`config.mk`:
```
export PLATFORM = sky130hd
export DESIGN_NAME = simd_mask_carry_gen
export DESIGN_NICKNAME = d
export VERILOG_FILES = /design/src/rtl/vec_mask_pkg.sv /design/src/rtl/simd_carry_out.sv /design/src/rtl/simd_mask_carry_gen.sv
export SDC_FILE = /design/constraint.sdc
export NUM_CORES = 1
export LEC_CHECK = 0
export BUFFER_PORTS_ARGS = -buffer_cell sky130_fd_sc_hd__buf_2
export CORE_ASPECT_RATIO = 2
export CORE_MARGIN = 1
export CORE_UTILIZATION = 55
export CTS_CLUSTER_DIAMETER = 200
export CTS_CLUSTER_SIZE = 30
export DETAILED_ROUTE_END_ITERATION = 7
export GPL_ROUTABILITY_DRIVEN = 0
export PLACE_DENSITY_LB_ADDON = 0.3
export REMOVE_ABC_BUFFERS = 1
export SETUP_SLACK_MARGIN = 0.05
export SYNTH_ARGS = -nofsm -noshare
export SYNTH_HDL_FRONTEND = slang
export SYNTH_SLANG_ARGS = --single-unit
```
`constraint.sdc`:
```
create_clock -name clk -period 6.9 [get_ports clk]
set_input_delay 0.345 -clock clk [delete_from_list [all_inputs] [get_ports clk]]
set_output_delay 0.345 -clock clk [all_outputs]
set_load 0.03 [all_outputs]
```
`src/rtl/vec_mask_pkg.sv`:
```
// Shared types and helpers for the vmadc/vmsbc mask producer.
// Holds sew thermometer codes, FSM state enum and elems_per_beat().
package vec_mask_pkg;

  localparam logic [3:0] SEW_64 = 4'b0001;
  localparam logic [3:0] SEW_32 = 4'b0011;
  localparam logic [3:0] SEW_16 = 4'b0111;
  localparam logic [3:0] SEW_8  = 4'b1111;

  typedef enum logic {
    ACC  = 1'b0,
    HOLD = 1'b1
  } mask_state_e;

  // Thermometer with k ones -> 2^(k-1) elements per beat.
  function automatic int unsigned elems_per_beat(
    input logic [7:0] sew
  );
    int unsigned k;
    k = 0;
    for (int i = 0; i < 8; i++) begin
      if (sew[i]) k++;
    end
    return (k == 0) ? 32'd1 : (32'd1 << (k - 1));
  endfunction

endpackage

```
`src/rtl/simd_carry_out.sv`:
```
// Per-element carry-out / borrow-out of opA +/- opB (+/- cin).
// Ports: sub, carry_en, sew, mask_i, opA, opB in; res_o (LSB-aligned) out.
module simd_carry_out
  import vec_mask_pkg::*;
#(
  parameter int MIN_WIDTH = 8,
  parameter int MAX_WIDTH = 64,
  parameter int SEW_WIDTH = $clog2(MAX_WIDTH/MIN_WIDTH)+1,
  localparam int NE = MAX_WIDTH / MIN_WIDTH
) (
  input  logic                 sub,
  input  logic                 carry_en,
  input  logic [SEW_WIDTH-1:0] sew,
  input  logic [NE-1:0]        mask_i,
  input  logic [MAX_WIDTH-1:0] opA,
  input  logic [MAX_WIDTH-1:0] opB,
  output logic [NE-1:0]        res_o
);

  logic [MAX_WIDTH-1:0] w_opb;
  logic [NE-1:0]        w_lvl [SEW_WIDTH];

  assign w_opb = sub ? ~opB : opB;

  // Level k: element width MAX_WIDTH>>k, 2^k elements.
  for (genvar k = 0; k < SEW_WIDTH; k++) begin : g_lvl
    localparam int W = MAX_WIDTH >> k;
    localparam int N = 1 << k;
    logic [N-1:0] w_bits;
    for (genvar j = 0; j < N; j++) begin : g_el
      logic         w_cin;
      logic [W:0]   w_sum;
      // sub inverts both the carry-in and the carry-out.
      assign w_cin = carry_en ? (mask_i[j] ^ sub) : sub;
      assign w_sum = {1'b0, opA[j*W +: W]}
                   + {1'b0, w_opb[j*W +: W]}
                   + {{W{1'b0}}, w_cin};
      assign w_bits[j] = w_sum[W] ^ sub;
    end
    if (N == NE) begin : g_full
      assign w_lvl[k] = w_bits;
    end else begin : g_pad
      assign w_lvl[k] = {{(NE-N){1'b0}}, w_bits};
    end
  end

  always_comb begin
    res_o = '0;
    for (int k = 0; k < SEW_WIDTH; k++) begin
      if (sew == SEW_WIDTH'((32'd1 << (k + 1)) - 32'd1))
        res_o = w_lvl[k];
    end
  end

endmodule

```
`src/rtl/simd_mask_carry_gen.sv`:
```
// Packs vmadc/vmsbc per-element results into mask words with handshake.
// Ports: valid_i/ready_o beat in, mask_o/mask_cnt_o/mask_valid_o/mask_ready_i out.
// Option: SIMD_MASK_TAIL_ONES_EN drives bits >= mask_cnt_o to 1.
module simd_mask_carry_gen
  import vec_mask_pkg::*;
#(
  parameter int MIN_WIDTH  = 8,
  parameter int MAX_WIDTH  = 64,
  parameter int SEW_WIDTH  = $clog2(MAX_WIDTH/MIN_WIDTH)+1,
  parameter int MASK_WIDTH = 64,
  localparam int NE   = MAX_WIDTH / MIN_WIDTH,
  localparam int CNTW = $clog2(MASK_WIDTH) + 1
) (
  input  logic                  clk,
  input  logic                  rst_n,
  input  logic                  valid_i,
  output logic                  ready_o,
  input  logic                  sub,
  input  logic                  carry_en,
  input  logic [SEW_WIDTH-1:0]  sew,
  input  logic [NE-1:0]         mask_i,
  input  logic [MAX_WIDTH-1:0]  opA,
  input  logic [MAX_WIDTH-1:0]  opB,
  input  logic                  last_i,
  output logic [MASK_WIDTH-1:0] mask_o,
  output logic [CNTW-1:0]       mask_cnt_o,
  output logic                  mask_valid_o,
  input  logic                  mask_ready_i
);

  mask_state_e           r_state;
  mask_state_e           w_next;
  logic [CNTW-1:0]       r_ptr;
  logic [CNTW-1:0]       r_cnt;
  logic [MASK_WIDTH-1:0] r_mask;
  logic [SEW_WIDTH-1:0]  r_sew;

  logic                  w_acc;
  logic                  w_start;
  logic                  w_done;
  logic [SEW_WIDTH-1:0]  w_sew;
  logic [NE-1:0]         w_res;
  logic [CNTW-1:0]       w_e;
  logic [CNTW-1:0]       w_ptr;
  logic [CNTW-1:0]       w_nptr;
  logic [MASK_WIDTH-1:0] w_base;
  logic [MASK_WIDTH-1:0] w_nmask;
  logic [MASK_WIDTH-1:0] w_tail;

  assign w_acc   = valid_i && ready_o;
  // A beat taken while in HOLD always opens a fresh word.
  assign w_start = (r_state == HOLD) || (r_ptr == '0);
  assign w_sew   = w_start ? sew : r_sew;
  assign w_ptr   = (r_state == HOLD) ? '0 : r_ptr;
  assign w_base  = (r_state == HOLD) ? '0 : r_mask;
  assign w_e     = CNTW'(elems_per_beat(8'(w_sew)));
  assign w_nptr  = w_ptr + w_e;
  assign w_nmask = w_base | (MASK_WIDTH'(w_res) << w_ptr);
  assign w_done  = (w_nptr == CNTW'(MASK_WIDTH)) || last_i;

  simd_carry_out #(
    .MIN_WIDTH (MIN_WIDTH),
    .MAX_WIDTH (MAX_WIDTH),
    .SEW_WIDTH (SEW_WIDTH)
  ) u_cout (
    .sub      (sub),
    .carry_en (carry_en),
    .sew      (w_sew),
    .mask_i   (mask_i),
    .opA      (opA),
    .opB      (opB),
    .res_o    (w_res)
  );

  always_ff @(posedge clk or negedge rst_n) begin
    if (!rst_n) r_state <= ACC;
    else        r_state <= w_next;
  end

  always_comb begin
    w_next = r_state;
    unique case (r_state)
      ACC: begin
        if (w_acc && w_done) w_next = HOLD;
      end
      HOLD: begin
        if (mask_ready_i)
          w_next = (w_acc && w_done) ? HOLD : ACC;
      end
      default: w_next = ACC;
    endcase
  end

  always_comb begin
    ready_o      = (r_state == ACC) || mask_ready_i;
    mask_valid_o = (r_state == HOLD);
  end

  always_ff @(posedge clk or negedge rst_n) begin
    if (!rst_n) begin
      r_ptr  <= '0;
      r_cnt  <= '0;
      r_mask <= '0;
      r_sew  <= '0;
    end else if (w_acc) begin
      r_mask <= w_nmask;
      if (w_start) r_sew <= sew;
      if (w_done) begin
        r_ptr <= '0;
        r_cnt <= w_nptr;
      end else begin
        r_ptr <= w_nptr;
        r_cnt <= '0;
      end
    end else if ((r_state == HOLD) && mask_ready_i) begin
      r_ptr  <= '0;
      r_cnt  <= '0;
      r_mask <= '0;
    end
  end

  always_comb begin
    w_tail = '0;
    for (int i = 0; i < MASK_WIDTH; i++) begin
      w_tail[i] = (CNTW'(i) >= r_cnt);
    end
  end

  assign mask_cnt_o = r_cnt;

`ifdef SIMD_MASK_TAIL_ONES_EN
  assign mask_o = (r_state == HOLD) ? (r_mask | w_tail) : '0;
`else
  // Unwritten bits of r_mask are already zero.
  assign mask_o = (r_state == HOLD) ? (r_mask & ~w_tail) : '0;
`endif

endmodule

```
---- Yosys cells after proc, flatten, opt, wreduce, memory -nomap -nowiden ----
Cells that the tools add are included.
storage, ports and cells
  register bits ........................... 83
  input port bits ......................... 147
  output and inout bits ................... 73
  logic and storage cells ................. 180
operators by class
  add/sub/neg operators ................... 35
  magnitude comparators ................... 64
  eq/ne operators ......................... 5
  shift-type cells ........................ 2
  multiplexer cells ....................... 32
  bitwise logic cells ..................... 28
  reduce and logical (&&, ||, !) cells .... 9
operators with widths
  cell                   count
  $mux 64                5
  $ge 6x7->1 const A     32
  $not 64->64            2
  $ge 5x7->1 const A     16
  $mux 32                3
  $add 8x8->9            8
  $add 9x1->9            8
  $add 16x16->17         4
  $add 17x1->17          4
  $add 32x32->33         2
  $add 33x1->33          2
  $add 64x64->65         1
  $add 65x1->65          1
  $add 32x1->32 const B  2
  $and 64x64->64         1
  $or 64x64->64          1
  $shl 8x7->64           1
  $ge 4x7->1 const A     8
  $mux 7                 7
  $logic_not 32->1       1
  $shl 1x32->7 const A   1
  $sub 32x1->32 const B  1
  $ge 3x7->1 const A     4
  $xor 1x1->1            23
  other kinds (19)       37

---- Logic depth before layout (Yosys ltp) ----
Gate-level depths: netlist of run 1.
  depth in word-level cells ............... 20
  depth in mapped cells ................... 32
  mapped depth without buffers ............ 28

---- By module ----
Synthesis of run 1 repeated with hierarchy kept, for this count alone.
second synthesis, totals
  cell total of the unflattened synthesis .. 976
  area total of the unflattened synthesis .. 7971.4 um^2
by module, submodules not included
  module               times used  cells each  area each (um^2)  seq. area each (um^2)
  simd_mask_carry_gen  1           650         5464.0            2077.0
  simd_carry_out       1           326         2507.4            0.0

---- Least setup slack after synthesis of run 1 ----
OpenSTA, ideal clock, no wires.
  kind .................................... register -> register
  from .................................... register r_ptr[1]
  to ...................................... register r_cnt[6] (netlist: mask_cnt_o[6])
  library setup time ...................... 0.095 ns
  arrival time ............................ 5.439 ns
  required time ........................... 6.805 ns
  path slack .............................. 1.366 ns
  stages on the path, launching flop included .. 28
  buffers on the path ..................... 3
  clock period less this slack ............ 5.534 ns
  cells stage by stage .................... dfrtp_1 nor4_4 a21o_1 buf_6 mux2i_1 inv_1 ha_1 clkbuf_1 nor2_1 a21oi_1 ha_1 a2111oi_0 or2_0 clkbuf_1 and3b_1 ha_1 nand2b_1 nor2b_1 and3_1 ha_1 a21o_1 a21oi_1 o21bai_1 a21oi_1 xnor2_1 or4_1 nor2b_1 o31ai_1
between the ends
  cells in the longest elaborated chain, start to end .. 18
  elaborated cells on any way between the ends .. 20
  those cells by class .................... add/sub (5); eq/ne (1); shift (1); mux (9); reduce/logical (4)
ends and longest elaborated chain
  item                    line                        source
  start, declared         simd_mask_carry_gen.sv:33   logic [CNTW-1:0] r_ptr;
  start signal, assigned  simd_mask_carry_gen.sv:112  r_ptr <= w_nptr;
  $logic_not 7->1 *       simd_mask_carry_gen.sv:52   assign w_start = (r_state == HOLD) || (r_ptr == '0);
  $logic_or 1x1->1 *      simd_mask_carry_gen.sv:52
  $mux 4 *                --
  net u_cout.sew[0]       simd_carry_out.sv:13        input logic [SEW_WIDTH-1:0] sew,
  $mux 1 *                vec_mask_pkg.sv:22          if (sew[i]) k++;
  $add 1x1->2             vec_mask_pkg.sv:22
  $mux 32 *               vec_mask_pkg.sv:22
  $add 32x1->32           vec_mask_pkg.sv:22
  (+3 left out)           --
  $sub 32x1->32           vec_mask_pkg.sv:24          return (k == 0) ? 32'd1 : (32'd1 << (k - 1));
  $shl 1x32->7            vec_mask_pkg.sv:24
  $mux 7 *                vec_mask_pkg.sv:24
  $add 7x7->7 *           simd_mask_carry_gen.sv:57   assign w_nptr = w_ptr + w_e;
  $eq 7x7->1              simd_mask_carry_gen.sv:59   assign w_done = (w_nptr == CNTW'(MASK_WIDTH)) || last_i;
  $logic_or 1x1->1        simd_mask_carry_gen.sv:59
  $mux 7 *                simd_mask_carry_gen.sv:108  if (w_done) begin
  $mux 7 *                simd_mask_carry_gen.sv:105  end else if (w_acc) begin
  end signal, assigned    simd_mask_carry_gen.sv:110  r_cnt <= w_nptr;
  end, declared           simd_mask_carry_gen.sv:34   logic [CNTW-1:0] r_cnt;
The timed path passes the listed nets; every way through them passes the cells marked *.
A chain may end at the register's enable or synchronous reset.

---- Worst setup path after layout of run 1 ----
  from .................................... register r_ptr[2]
  to ...................................... register r_cnt[6] (netlist: mask_cnt_o[6])
Same word-level chain as after synthesis.

==> results.sh, run 1 <==
export IMPL_via_per_inst=6.507
export IMPL_synth_edf_count=0
export IMPL_antenna_found_initial=0
export IMPL_diodes=0
export IMPL_reg2reg_to="mask_cnt_o[6]$_DFFE_PN0P_"
export IMPL_hold_class="in2async"
export IMPL_r2r_setup_slack_ns=0.62
export IMPL_synth_cell_area_um2=8274
export IMPL_synthMuxAreaShare=0.01573
export IMPL_cap_violations=0
export IMPL_synthTopCellsByCount="nand2_1, a21oi_1, dfrtp_1, ha_1, o21ai_0"
export IMPL_crit_fanout=12
export IMPL_synth_most_common_cell="nand2_1"
export IMPL_worst_skew_pair_late_latency_ns=0.35
export IMPL_yosysWarnings=0
export IMPL_cp_arrival_ns=6.54
export IMPL_total_power_mw=3.055
export IMPL_netSwitchingFraction=0.4849
export IMPL_slew_viol_final=0
export IMPL_leakage_nw=4.666
export IMPL_drt_iter0_drc=770
export IMPL_clock_sinks=83
export IMPL_synth_compound_area_frac=0.2764
export IMPL_syn_inst=1031
export IMPL_drcViolationCount=63
export IMPL_combPwrFrac=0.597
export IMPL_finalSetupTns_ns=0
export IMPL_yosys_top_cells_area="dfrtp_1, ha_1, nand2_1, xor2_1, a21oi_1"
export IMPL_track_usage=0.3899
export IMPL_layoutNonFillerInstCount=1417
export IMPL_synth_cell_types=83
export IMPL_rows=63
export IMPL_cp_endpoint="mask_cnt_o[6]$_DFFE_PN0P_"
export IMPL_critical_path_required_ns=7.16
export IMPL_cpMaxStageDelayCell="or4_1"
export IMPL_pwr_share_clk=0.186
export IMPL_period_share=0.9105
export IMPL_reg2reg_from="r_ptr[2]$_DFFE_PN0P_"
export IMPL_crit_path_start="r_ptr[2]$_DFFE_PN0P_"
export IMPL_synth_adder_area_share=0.1189
export IMPL_synth_top_family_by_area="compound AO/OA/AOI/OAI gates"
export IMPL_io_pins=220
export IMPL_max_vdd_ir_drop_uv=203.4
export IMPL_postCtsHoldBufs=0
export IMPL_die_x_um=88.73
export IMPL_power_density_nw_per_um2=310.5
export IMPL_synth_seq_cells=83
export IMPL_cts_resized=0
export IMPL_cp_depth=25
export IMPL_wl_per_cell_um=20.34
export IMPL_dieArea_um2=15570
export IMPL_seq_area_frac_synth=0.2510
export IMPL_cpMostUsedCell="ha_1"
export IMPL_cts_htree_levels=3
export IMPL_cts_root_buf="clkbuf_16"
export IMPL_finalSetupViolCount=0
export IMPL_coreArea_um2=14740
export IMPL_max_freq_mhz=159.2
export IMPL_vias=9220
export IMPL_port_buffers=219
export IMPL_period_minus_slack_ns=6.282
export IMPL_worstSetupEndpointType="flip-flop"
export IMPL_area_delta_synth_final_pct=18.92
export IMPL_synth_top_area_cell="dfrtp_1"
export IMPL_r2r_cells=25
export IMPL_grt_setup_unrepaired="false"
export IMPL_clkTransAtPathRegs_ns=0.07
export IMPL_fin_skew_ns=0.01100
export IMPL_tightest_slew_ns=1.391
export IMPL_p_int_mw=1.573
export IMPL_synth_top_area_frac=0.2510
export IMPL_synth_simple_area_share=0.2187
export IMPL_violations="DRC"
export IMPL_cts_buffers_inserted=9
export IMPL_path_delay_family="simple AND/OR/NAND/NOR gates"
export IMPL_ys_async_sr_fraction=1.000
export IMPL_overflow=0
export IMPL_cts_setup_buffers=0
export IMPL_dp_cells=1400
export IMPL_syn_area_per_cell_um2=8.025
export IMPL_critPathKind="reg2reg"
export IMPL_seq_power_share=0.217
export IMPL_final_antenna_net_count=0
export IMPL_slew_headroom=0.06536
export IMPL_cpPeakStageDelay_ns=0.59
export IMPL_wl_um=28820
export IMPL_cts_buffer_depth=2
export IMPL_cts_tree="built"
export IMPL_synth_xor_area_share=0.08045
export IMPL_initial_core_util=0.5613
export IMPL_grt_pass1_vias=9077
export IMPL_critPathBufInv=2
export IMPL_die_h_um=175.5
export IMPL_hold_slack_ns=0.1610
export IMPL_hold_viol=0
export IMPL_final_nets=1442
export IMPL_firstDrtPassIters=8
export IMPL_post_dp_hpwl_um=21790
export IMPL_status="complete, but fails checks"
export IMPL_worstSetupStartpointType="flip-flop"
export IMPL_grt_pass1_wl_um=45580
export IMPL_p_sw_mw=1.481
export IMPL_drive_gt1_frac=0.2300
export IMPL_grt_max_degree=84
export IMPL_ys_flop_type="dfrtp_1"
==> cell families (layout without fill, tap and decap cells) <==
family                   after synthesis  count (layout)
flip-flops                            83              83
XOR/XNOR                              76              76
multiplexers                          12              12
other                                  1               1
AO/OA/AOI/OAI                        326             326
AND/OR/NAND/NOR                      374             374
adder cells (fa/ha/maj)               78              78
buffers and inverters                 81             272
==> registers in the layout (all words and copies together), names as in the netlist <==
| register | flops |
|---|---|
| r_ptr | 7 |
| r_mask | 64 |
| mask_valid_o | 1 |
| r_sew | 4 |
| mask_cnt_o | 7 |
==> worst min-delay path by stage <==
stage	slack (ns)	cells past startpoint	to
floorplan	0.05	0	mask_cnt_o[0]$_DFFE_PN0P_
global placement	0.45	2	r_mask[15]$_DFFE_PN0P_
detailed placement	0.46	2	r_mask[63]$_DFFE_PN0P_
CTS	0.23	1	r_mask[14]$_DFFE_PN0P_
global route	0.28	1	mask_cnt_o[5]$_DFFE_PN0P_
finish	0.16	1	r_mask[14]$_DFFE_PN0P_
==> routing by layer <==
| metal | vias up | part of all wire | track usage |
|---|---|---|---|
| li1 | 4211 | - | - |
| met1 | 4272 | 0.32 | 0.3713 |
| met2 | 548 | 0.51 | 0.6494 |
| met3 | 189 | 0.078 | 0.1363 |
| met4 | 0 | 0.090 | 0.3239 |
| met5 | - | 0 | 0.006993 |
==> stage by stage <==
stage	setup slack, ns	utilization	instance area [um^2]
floorplan	1.126	-	8050
global placement	0.9575	0.6432	9480
detailed placement	0.7118	0.6432	9480
CTS	0.6365	0.6670	9832
global route	0.08346	0.6675	9839
finish	0.6177	0.6675	9839
==> area by class of cell <==
type                       count  area (um^2)
tap                          195        244.0
clock buffer                  10        239.0
sequential                    83         2077
fill                        1344         4901
inverter                      25        93.84
multi-input combinational    867         5882
clock inverter                 6        112.6
timing repair buffer         231         1191
==> cells in the final DEF (no fill, tap or decap), drive strengths merged, types with 6 or more instances in the layout <==
| cell | synthesis | final |
|---|---|---|
| nand3 | 33 | 33 |
| a31oi | 12 | 12 |
| dfrtp | 83 | 83 |
| a32o | 7 | 7 |
| o211ai | 6 | 6 |
| o31ai | 13 | 13 |
| xnor2 | 11 | 11 |
| or3 | 6 | 6 |
| and3 | 30 | 30 |
| o221ai | 12 | 12 |
| buf | 7 | 230 |
| mux2i | 7 | 7 |
| nand4 | 17 | 17 |
| inv | 23 | 23 |
| a22oi | 8 | 8 |
| nor2 | 50 | 50 |
| nand2b | 15 | 15 |
| nand2 | 155 | 155 |
| a21o | 12 | 12 |
| a22o | 15 | 15 |
| xor2 | 65 | 65 |
| a32oi | 7 | 7 |
| nor3 | 30 | 30 |
| a2111oi | 7 | 7 |
| a211oi | 14 | 14 |
| a21oi | 86 | 86 |
| ha | 77 | 77 |
| nor2b | 8 | 8 |
| and2 | 8 | 8 |
| nor4 | 6 | 6 |
| clkbuf | 49 | 11 |
| o21ai | 77 | 77 |
==> power groups by stage <==
stage | Sequential [mW] | Clock, mW | Combinational [mW]
2_1_floorplan | 0.668 | 0 | 1.19
3_3_place_gp | 0.661 | 0 | 1.68
3_5_place_dp | 0.666 | 0 | 1.74
4_1_cts | 0.657 | 0.566 | 1.77
5_1_grt | 0.671 | 0.583 | 1.98
6_report | 0.663 | 0.569 | 1.82
(Power assumes the default switching activity.)
==> run 2, diff against run 1 <==
--- a/config.mk
+++ b/config.mk
@@ -5,13 +5,13 @@
 export SDC_FILE = /design/constraint.sdc
 export NUM_CORES = 1
 export LEC_CHECK = 0
-export BUFFER_PORTS_ARGS = -buffer_cell sky130_fd_sc_hd__buf_2
 export CORE_ASPECT_RATIO = 2
 export CORE_MARGIN = 1
-export CORE_UTILIZATION = 55
+export CORE_UTILIZATION = 65
 export CTS_CLUSTER_DIAMETER = 200
 export CTS_CLUSTER_SIZE = 30
 export DETAILED_ROUTE_END_ITERATION = 7
+export DONT_BUFFER_PORTS = 1
 export GPL_ROUTABILITY_DRIVEN = 0
 export PLACE_DENSITY_LB_ADDON = 0.3
 export REMOVE_ABC_BUFFERS = 1
==> run 2 against run 1 <==
Against the previous run:
- the flow now finishes without violations
- core utilization up 2.5 points
- register-to-register slack lost 0.06 ns
- cell area is 12% lower
- die area is 15% lower
- global-route usage is 5.8 points higher
- combinational power shrank 7%
- count of clock-buffer cells in the layout unchanged
- clock power down 14%
- worst setup slack got worse by 0.063 ns
- largest power group unchanged
==> results.sh, run 2 (synthesis gave the netlist of run 1 again) <==
export IMPL_status="completed"
export IMPL_hold_slack_ns=0.1416
export IMPL_cp_arrival_ns=6.60
export IMPL_final_common_cell="nand2_1"
export IMPL_critical_path_required_ns=7.15
export IMPL_cpMostUsedCell="ha_1"
export IMPL_fin_area_um2=8645
export IMPL_cts_buffer_depth=2
export IMPL_finish_utilization=0.6926
export IMPL_top_register="r_mask"
export IMPL_ff_latch_area_um2=2077
export IMPL_fin_skew_ns=0.009138
export IMPL_worstSetupStartpointType="flip-flop"
export IMPL_leakage_nw=3.662
export IMPL_initial_core_util=0.6629
export IMPL_cts_root_buf="clkbuf_16"
export IMPL_dp_cells=1134
export IMPL_fillCellCount=1052
export IMPL_period_minus_slack_ns=6.345
export IMPL_cts_setup_buffers=0
export IMPL_p_int_mw=1.425
export IMPL_crit_chain="nor4_4, a21o_1, mux2i_1, inv_1, ha_1, xnor2_1, ha_1, a2111oi_0, or2_0, and3b_1, ha_1, nand2b_1, nor2b_1, and3_1, ha_1, a21o_1, a21oi_1, o21bai_1, a21oi_1, xnor2_1, or4_1, nor2b_1, o31ai_1"
export IMPL_cts_tree="built"
export IMPL_finalSetupViolCount=0
export IMPL_dieArea_um2=13210
export IMPL_hold_viol=0
export IMPL_combPwrFrac=0.590
export IMPL_multi_input_area_um2=5882
export IMPL_cpPeakStageDelay_ns=0.58
export IMPL_drcViolationCount=0
export IMPL_cap_violations=0
export IMPL_die_x_um=81.78
export IMPL_total_power_mw=2.879
export IMPL_grt_max_degree=93
export IMPL_area_delta_synth_final_pct=4.476
export IMPL_wl_per_cell_um=24.05
export IMPL_tightest_slew_ns=1.141
export IMPL_overflow=0
export IMPL_max_vdd_ir_drop_uv=215.2
export IMPL_die_h_um=161.6
export IMPL_critPathBufInv=1
export IMPL_layout_common_cells="nand2_1, a21oi_1, dfrtp_1, ha_1, o21ai_0"
export IMPL_critPathKind="reg2reg"
export IMPL_netSwitchingFraction=0.5052
export IMPL_place_area_um2=8308
export IMPL_cts_resized=0
export IMPL_wl_um=27730
export IMPL_via_per_inst=7.356
export IMPL_rows=58
export IMPL_hold_class="in2reg"
export IMPL_path_delay_family="simple AND/OR/NAND/NOR gates"
export IMPL_grt_pass1_vias=8348
export IMPL_period_share=0.9196
export IMPL_track_usage=0.4482
export IMPL_grt_pass1_wl_um=43990
export IMPL_coreArea_um2=12480
export IMPL_clock_sinks=83
export IMPL_worstSetupEndpointType="flip-flop"
export IMPL_worst_skew_pair_late_latency_ns=0.35
export IMPL_cts_htree_levels=3
export IMPL_max_freq_mhz=157.6
export IMPL_seq_power_share=0.241
export IMPL_io_pins=220
export IMPL_worst_slack_ns=0.5550
export IMPL_antenna_found_initial=1
export IMPL_p_sw_mw=1.455
export IMPL_post_dp_hpwl_um=20440
export IMPL_slew_viol_final=0
export IMPL_crit_fanout=12
export IMPL_final_antenna_net_count=0
export IMPL_drt_iter0_drc=1051
export IMPL_port_buffers=0
export IMPL_pre_cts_ws_ns=0.6529
export IMPL_cts_buffers_inserted=9
export IMPL_vias=8481
export IMPL_final_nets=1222
export IMPL_drive_gt1_frac=0.05988
export IMPL_layoutNonFillerInstCount=1153
export IMPL_power_density_nw_per_um2=333.1
export IMPL_largest_reg_flops=64
export IMPL_clkTransAtPathRegs_ns=0.07
export IMPL_finalSetupTns_ns=0
export IMPL_grt_setup_unrepaired="false"
export IMPL_cpMaxStageDelayCell="dfrtp_1"
export IMPL_slew_headroom=0.2315
export IMPL_pwr_share_clk=0.169
export IMPL_firstDrtPassIters=7
==> run 2: repair_timing <==
action                                  CTS  global route
endpoints found under the setup margin    0             0
endpoints found under the hold margin    83             0
hold buffers                              2             0
==> run 2: power by group through the flow <==
stage	Clock (mW)	Sequential [mW]	Combinational, mW
5_1_grt	0.500	0.704	1.87
4_1_cts	0.482	0.684	1.64
2_1_floorplan	0	0.668	1.19
6_report	0.487	0.693	1.70
3_5_place_dp	0	0.692	1.62
3_3_place_gp	0	0.688	1.57
==> run 2: cell type report <==
class,count,area share
Antenna cell,1,0.0002895
Multi-Input combinational cell,867,0.6804
Timing Repair Buffer,11,0.01216
Clock buffer,10,0.02765
Tap cell,150,0.02171
Inverter,25,0.01086
Sequential cell,83,0.2403
Clock inverter,6,0.006658
==> run 2: final timing paths <==
kind | from | endpoint | slack (ns) | depth (start not counted)
worst max-delay path | r_ptr[2]$_DFFE_PN0P_ | mask_cnt_o[6]$_DFFE_PN0P_ | 0.56 | 23
worst min-delay path | sew[2] | r_sew[2]$_DFFE_PN0P_ | 0.14 | 2
worst max register to register | r_ptr[2]$_DFFE_PN0P_ | mask_cnt_o[6]$_DFFE_PN0P_ | 0.56 | 23
worst min register to register | r_mask[47]$_DFFE_PN0P_ | r_mask[47]$_DFFE_PN0P_ | 0.47 | 2
max in group asynchronous | rst_n | r_mask[22]$_DFFE_PN0P_ | 6.00 | 2
min in group asynchronous | rst_n | r_mask[43]$_DFFE_PN0P_ | 0.54 | 2
==> run 2: per-layer routing <==
metal	up-vias	track usage	part of all wire
met4	0	0.3828	0.095
met5	-	0.01250	0
met2	604	0.6923	0.50
li1	3764	-	-
met3	215	0.2350	0.10
met1	3898	0.4173	0.31
